File: src/rtl/button_cond_pkg.sv
// Shared types and parameter limits for the multi-channel button conditioner.
package button_cond_pkg;

    typedef enum logic [1:0] {
        EDGE_OFF  = 2'b00,
        EDGE_RISE = 2'b01,
        EDGE_FALL = 2'b10,
        EDGE_BOTH = 2'b11
    } edge_mode_t;

    localparam int unsigned MIN_SYNC_STAGES = 2;
    localparam int unsigned MIN_DB_CYCLES   = 1;

    // True when an accepted transition to new_level should produce an event.
    function automatic logic edge_match(input edge_mode_t mode, input logic new_level);
        logic hit;
        hit = 1'b0;
        case (mode)
            EDGE_RISE: hit = new_level;
            EDGE_FALL: hit = ~new_level;
            EDGE_BOTH: hit = 1'b1;
            default:   hit = 1'b0;
        endcase
        return hit;
    endfunction

endpackage

File: src/rtl/button_chan.sv
// One conditioner channel: synchroniser chain, stable-count debouncer,
// debounced level register and one-cycle event pulse register.
module button_chan
    import button_cond_pkg::*;
#(
    parameter int unsigned SYNC_STAGES = 2,
    parameter int unsigned DB_CYCLES   = 4,
    parameter logic        IDLE_LEVEL  = 1'b1
) (
    input  logic       i_clk,
    input  logic       i_rst_n,
    input  logic       i_button,
    input  logic [1:0] i_edge_mode,
    output logic       o_level,
    output logic       o_pulse,
    output logic       o_pulse_nxt_c
);

    localparam int unsigned    CNT_W    = $clog2(DB_CYCLES + 1);
    localparam logic [CNT_W-1:0] CNT_LAST = CNT_W'(DB_CYCLES - 1);

    logic [SYNC_STAGES-1:0] r_sync;
    logic [CNT_W-1:0]       r_cnt;
    logic [CNT_W-1:0]       w_cnt_nxt;
    logic                   r_level;
    logic                   w_level_nxt;
    logic                   r_pulse;
    logic                   w_pulse_nxt;
    logic                   w_s;

    assign w_s = r_sync[SYNC_STAGES-1];

    // Synchroniser chain; stage 0 captures the raw asynchronous input.
    always_ff @(posedge i_clk or negedge i_rst_n) begin
        if (!i_rst_n) begin
            r_sync <= {SYNC_STAGES{IDLE_LEVEL}};
        end else begin
            r_sync <= {r_sync[SYNC_STAGES-2:0], i_button};
        end
    end

    // Debounce decision: accept s only after DB_CYCLES consecutive differing cycles.
    always_comb begin
        w_cnt_nxt   = r_cnt;
        w_level_nxt = r_level;
        w_pulse_nxt = 1'b0;
        if (w_s == r_level) begin
            w_cnt_nxt = '0;
        end else if (r_cnt == CNT_LAST) begin
            w_cnt_nxt   = '0;
            w_level_nxt = w_s;
            w_pulse_nxt = edge_match(edge_mode_t'(i_edge_mode), w_s);
        end else begin
            w_cnt_nxt = r_cnt + CNT_W'(1);
        end
    end

    // Counter, level and pulse registers.
    always_ff @(posedge i_clk or negedge i_rst_n) begin
        if (!i_rst_n) begin
            r_cnt   <= '0;
            r_level <= IDLE_LEVEL;
            r_pulse <= 1'b0;
        end else begin
            r_cnt   <= w_cnt_nxt;
            r_level <= w_level_nxt;
            r_pulse <= w_pulse_nxt;
        end
    end

    assign o_level       = r_level;
    assign o_pulse       = r_pulse;
    assign o_pulse_nxt_c = w_pulse_nxt;

endmodule

File: src/rtl/button_conditioner.sv
// Multi-channel button conditioner: N_CH independent synchronise/debounce/edge
// channels plus a registered OR of all event pulses.
module button_conditioner
    import button_cond_pkg::*;
#(
    parameter int unsigned N_CH        = 4,
    parameter int unsigned SYNC_STAGES = 2,
    parameter int unsigned DB_CYCLES   = 4,
    parameter logic        IDLE_LEVEL  = 1'b1
) (
    input  logic            clk,
    input  logic            rst_n,
    input  logic [N_CH-1:0] button,
    input  logic [1:0]      edge_mode,
    output logic [N_CH-1:0] level,
    output logic [N_CH-1:0] pulse,
    output logic            any_pulse
);

    // Elaboration-time parameter checks.
    if (N_CH < 1) begin : g_bad_nch
        $error("button_conditioner: N_CH must be at least 1");
    end
    if (SYNC_STAGES < MIN_SYNC_STAGES) begin : g_bad_sync
        $error("button_conditioner: SYNC_STAGES below minimum");
    end
    if (DB_CYCLES < MIN_DB_CYCLES) begin : g_bad_db
        $error("button_conditioner: DB_CYCLES below minimum");
    end

    logic [N_CH-1:0] w_pulse_nxt;
    logic            r_any_pulse;

    for (genvar g = 0; g < N_CH; g++) begin : g_chan
        button_chan #(
            .SYNC_STAGES (SYNC_STAGES),
            .DB_CYCLES   (DB_CYCLES),
            .IDLE_LEVEL  (IDLE_LEVEL)
        ) u_chan (
            .i_clk         (clk),
            .i_rst_n       (rst_n),
            .i_button      (button[g]),
            .i_edge_mode   (edge_mode),
            .o_level       (level[g]),
            .o_pulse       (pulse[g]),
            .o_pulse_nxt_c (w_pulse_nxt[g])
        );
    end

    // any_pulse is registered from the next-state pulses so it aligns with pulse.
    always_ff @(posedge clk or negedge rst_n) begin
        if (!rst_n) begin
            r_any_pulse <= 1'b0;
        end else begin
            r_any_pulse <= |w_pulse_nxt;
        end
    end

    assign any_pulse = r_any_pulse;

endmodule

File: config.mk
export PLATFORM = sky130hd
export DESIGN_NAME = button_conditioner
export DESIGN_NICKNAME = d
export VERILOG_FILES = /design/src/rtl/button_cond_pkg.sv /design/src/rtl/button_chan.sv /design/src/rtl/button_conditioner.sv
export SDC_FILE = /design/constraint.sdc
export NUM_CORES = 1
export LEC_CHECK = 0
export BUFFER_PORTS_ARGS = -buffer_cell sky130_fd_sc_hd__buf_2
export CORE_UTILIZATION = 45
export DETAILED_ROUTE_END_ITERATION = 12
export PLACE_DENSITY = 0.65
export REMOVE_ABC_BUFFERS = 1
export SLEW_MARGIN = 20
export SYNTH_ARGS = -nofsm -noshare
export SYNTH_HDL_FRONTEND = slang
export SYNTH_HIERARCHICAL = 1
export SYNTH_SLANG_ARGS = --single-unit
File: constraint.sdc
create_clock -name clk -period 2.5 [get_ports clk]
set_input_delay 0.125 -clock clk [delete_from_list [all_inputs] [get_ports clk]]
set_output_delay 0.125 -clock clk [all_outputs]
set_load 0.01 [all_outputs]
# After elaboration in Yosys (flattened, before gate mapping)

Index checks and enable logic that the tools add are counted.

Register bits: 29
RAM bits: 0
Memories kept: 0
Output and inout port bits: 9
Latch bits: 0
Memory bits (read-only): 0

Bitwise logic cells: 8
Order comparisons: 0
Shift-type cells: 0
Mux-type cells: 20
Div/mod/pow operators: 0
Reduce and logical (&&, ||, !) cells: 5
$add $sub $neg: 4
Multipliers: 0
Eq/ne operators: 11

Operators by type and width:

| cell                                          | number |
|---|---|
| two-way mux 3 bit                             | 8 |
| adder 3 x 1 -> 3 bit, second input constant   | 4 |
| == test 3 x 2 -> 1 bit, second input constant | 4 |
| case mux 1 bit (3 select lines)               | 4 |
| two-way mux 1 bit                             | 8 |
| inverter 1 bit                                | 8 |
| AND reduction 2 bit                           | 4 |
| == test 1 bit                                 | 4 |
| == test 2 bit, second input constant          | 2 |
| OR reduction 4 bit                            | 1 |
| == test 2 x 1 -> 1 bit, second input constant | 1 |

# Logic depth before layout (Yosys ltp)

Word-level depth: 5
Gate-level depth with buffers: 4

# Cells and area by module

The synthesis kept the hierarchy.

Modules (own cells, without submodules):

| module             | instances | cells an instance | area each (um^2) | seq. area each (um^2) |
|---|---|---|---|---|
| button_chan        | 4         | 17                | 272.8            | 178.9 |
| button_conditioner | 1         | 2                 | 32.5             | 25.0 |

# Worst setup path after synthesis

Ideal clock, no wire load.

Path kind: register to register
Start: register g_chan[1].u_chan.r_cnt[0]
End: register r_any_pulse (netlist: any_pulse)
Data arrival time: 1.313 ns
Setup time: 0.138 ns
Stages on the path, launching flop included: 5
Path slack: 1.049 ns
Path through: dfrtp_1 -> ha_1 -> nor2b_4 -> a21boi_0 -> or4_1

Longest elaborated chain between the ends: 4

Ends and longest elaborated chain:

| element                  | RTL line                 | text |
|---|---|---|
| start: declaration       | button_chan.sv:23        | `logic [CNT_W-1:0] r_cnt;` |
| start signal: assignment | button_chan.sv:65        | `r_cnt <= w_cnt_nxt;` |
| == test 3 x 2 -> 1 bit   | button_chan.sv:49        | `end else if (r_cnt == CNT_LAST) begin` |
| two-way mux 1 bit        | button_chan.sv:49        |  |
| two-way mux 1 bit        | button_chan.sv:47        | `if (w_s == r_level) begin` |
| via w_pulse_nxt[1]       | button_conditioner.sv:31 | `logic [N_CH-1:0] w_pulse_nxt;` |
| OR reduction 4 bit       | button_conditioner.sv:55 | `r_any_pulse <= \|w_pulse_nxt;` |
| end signal: assignment   | button_conditioner.sv:55 |  |
| end: declaration         | button_conditioner.sv:32 | `logic r_any_pulse;` |

The timed path passes the listed nets, and every way through them passes these cells.
A chain may end at the register's enable or synchronous reset.

# Worst setup path in the final report

Ends and elaborated chain as after synthesis.

==> flow_summary.ini <==
[detailed_routing]
vias_per_cell = 4.74
dr.pass1.iters = 1
wl_per_cell_um = 12.4
antenna_left = 0
drtIter0Drc = 0
drc = 0
drt_wl_total_mm = 1.57
vias = 602

[outcome]
status = completed

[timing]
setup_viol = 0
period_minus_slack_ns = 1.53
final_max_slew_viol_count = 0
period_share_pct = 61.3
worst_pin_slew_ns = 0.617
grt_setup_unrepaired = false
finalHoldViolations = 0
finClkSkew_ns = 0.00664
slew_headroom_pct = 58.9
max_freq_mhz = 652
timing.setup.tns_ns = 0

[layout]
multi_input_area_um2 = 383
drive_gt1_share_pct = 46.5
area_delta_synth_final_pct = 19.9
nFillCells = 181
regArea_um2 = 741
final_cell_mix = dfrtp_1, buf_2, dfstp_2
fin_util_pct = 59.2
diodes = 0
mostFrequentLayoutCell = dfrtp_1
nNetsFinal = 110

[job]
drv_cap = 0

[clocking]
cts_max_path_buffers = 2
htreeDepth = 2
clkLatencyLatePin_ns = 0.32
post_cts_resize_count = 0
numClockSinks = 29
clkTransAtPathRegs_ns = 0.09
cts_tree = yes
cts_buffers = 5
cts-root-buf = clkbuf_4

[setup_path]
required_ns = 2.70
crit_arrival_ns = 1.73
reg2reg_depth = 4
worstPathMaxFanout = 4
endpoint_kind = flop
crit_path_start_kind = flop
criticalPathCategory = reg -> reg
r2r_setup_slack_ns = 0.97

[floorplan]
start_util_pct = 49.4
io_pins = 17
dieArea_um2 = 2700
rows = 17
coreArea_um2 = 2280
die_y_um = 52.0
die_w_um = 52.0

[global_routing]
grt_use_total_pct = 15.3
grt_first_pass_wirelength_mm = 2.79
antenna_found_initial = 0
grt_max_degree = 30
grt_pass1_vias = 653
overflow = 0

[pwr]
power.density_nw_per_um2 = 952
vdd_drop_max_v = 0.000507
p_leak_nw = 0.607

[synthesis]
synth_area_per_cell_um2 = 16.1
ys_ff_latch = 29
yosysWarningCount = 6
ys_top_cells_by_area = dfrtp_1, dfstp_2, nand3b_1
ys_types = 12
syn_inst = 70
netlist_area_um2 = 1120
yosysTopAreaCell = dfrtp_1
ys_seq_area_share_pct = 65.9
yosys.area.top_type_share_pct = 37.9

[worst_hold_path]
hold_path.class = in -> reg
hold_path_depth = 3

[place]
port_buffers = 16
gp_congestion = 0.682
dpl.hpwl_mm = 1.07
## repair_timing
item,in CTS,in global routing
hold endpoints to repair,21,0
buffers inserted,0,0
hold buffers,5,0
## power by group
| part | internal (mW) | switching [mW] |
|---|---|---|
| Clock | 0.138 | 0.145 |
| Sequential | 0.597 | 0.0721 |
| Combinational | 0.187 | 0.142 |
## final cells by class
type / instances / area share [%]
Sequential cell: 29 / 55.0
Multi-Input combinational cell: 41 / 28.4
Timing Repair Buffer: 21 / 9.66
Clock buffer: 8 / 4.36
Tap cell: 28 / 2.60
## per-stage QoR
stage          hold WS [ns]  instances  power, mW  cell area [um2]  setup slack, ns
2_1_floorplan        -0.171         70      0.905             1120             1.05
3_3_place_gp          0.171        114      0.991             1240             1.02
3_5_place_dp          0.171        114       1.01             1240            0.983
4_1_cts               0.131        127       1.30             1350            0.954
5_1_grt               0.143        127       1.37             1350            0.877
6_report              0.135        127       1.28             1350            0.967
## routing by layer
layer	share of wire, %	global-route usage [%]
met3	6.2	6.43
met1	47	17.7
met5	0	0
met4	3.2	12.2
met2	44	21.8
## critical path: stages, from the launching register on
cell and delay, ns:
dfrtp_1 0.40, ha_1 0.22, nor2b_4 0.14, a21boi_0 0.13
or4_1 0.52
## state kept, by name, indices dropped and copies added (netlist names)
register,flops
g_chan.u_chan/r_cnt,12
g_chan.u_chan/r_sync,8
g_chan.u_chan/o_pulse,4
g_chan.u_chan/o_level,4
any_pulse,1
## final timing paths
| check | start | to |
|---|---|---|
| max in group asynchronous | rst_n | g_chan[2].u_chan/r_cnt[2]$_DFF_PN0_ |
| max reg2reg | g_chan[1].u_chan/r_cnt[0]$_DFF_PN0_ | any_pulse$_DFF_PN0_ |
| min reg2reg | g_chan[0].u_chan/r_sync[0]$_DFF_PN1_ | g_chan[0].u_chan/r_sync[1]$_DFF_PN1_ |
| max | g_chan[1].u_chan/r_cnt[0]$_DFF_PN0_ | any_pulse$_DFF_PN0_ |
| min in group asynchronous | rst_n | g_chan[1].u_chan/r_cnt[2]$_DFF_PN0_ |
| min | edge_mode[0] | g_chan[1].u_chan/o_pulse$_DFF_PN0_ |
## cells by family after synthesis
kind of cell,count (synthesis),share of synthesized area (%)
AO/OA/AOI/OAI,4,2.67
flip-flops,29,65.9
AND/OR/NAND/NOR,25,19.8
XOR/XNOR,4,3.12
multiplexers,4,4.01
adder cells (fa/ha/maj),4,4.45
## synth_stat cells
cell type,n
ha_1,4
dfstp_2,12
nand3b_1,8
dfrtp_1,17
a21boi_0,4
nor3b_2,4
nor3_1,4
mux2_2,4
nor2b_4,4
or4_1,1
xnor2_1,4
nor3b_1,4
No activity file was read; power rests on OpenSTA's default activity.
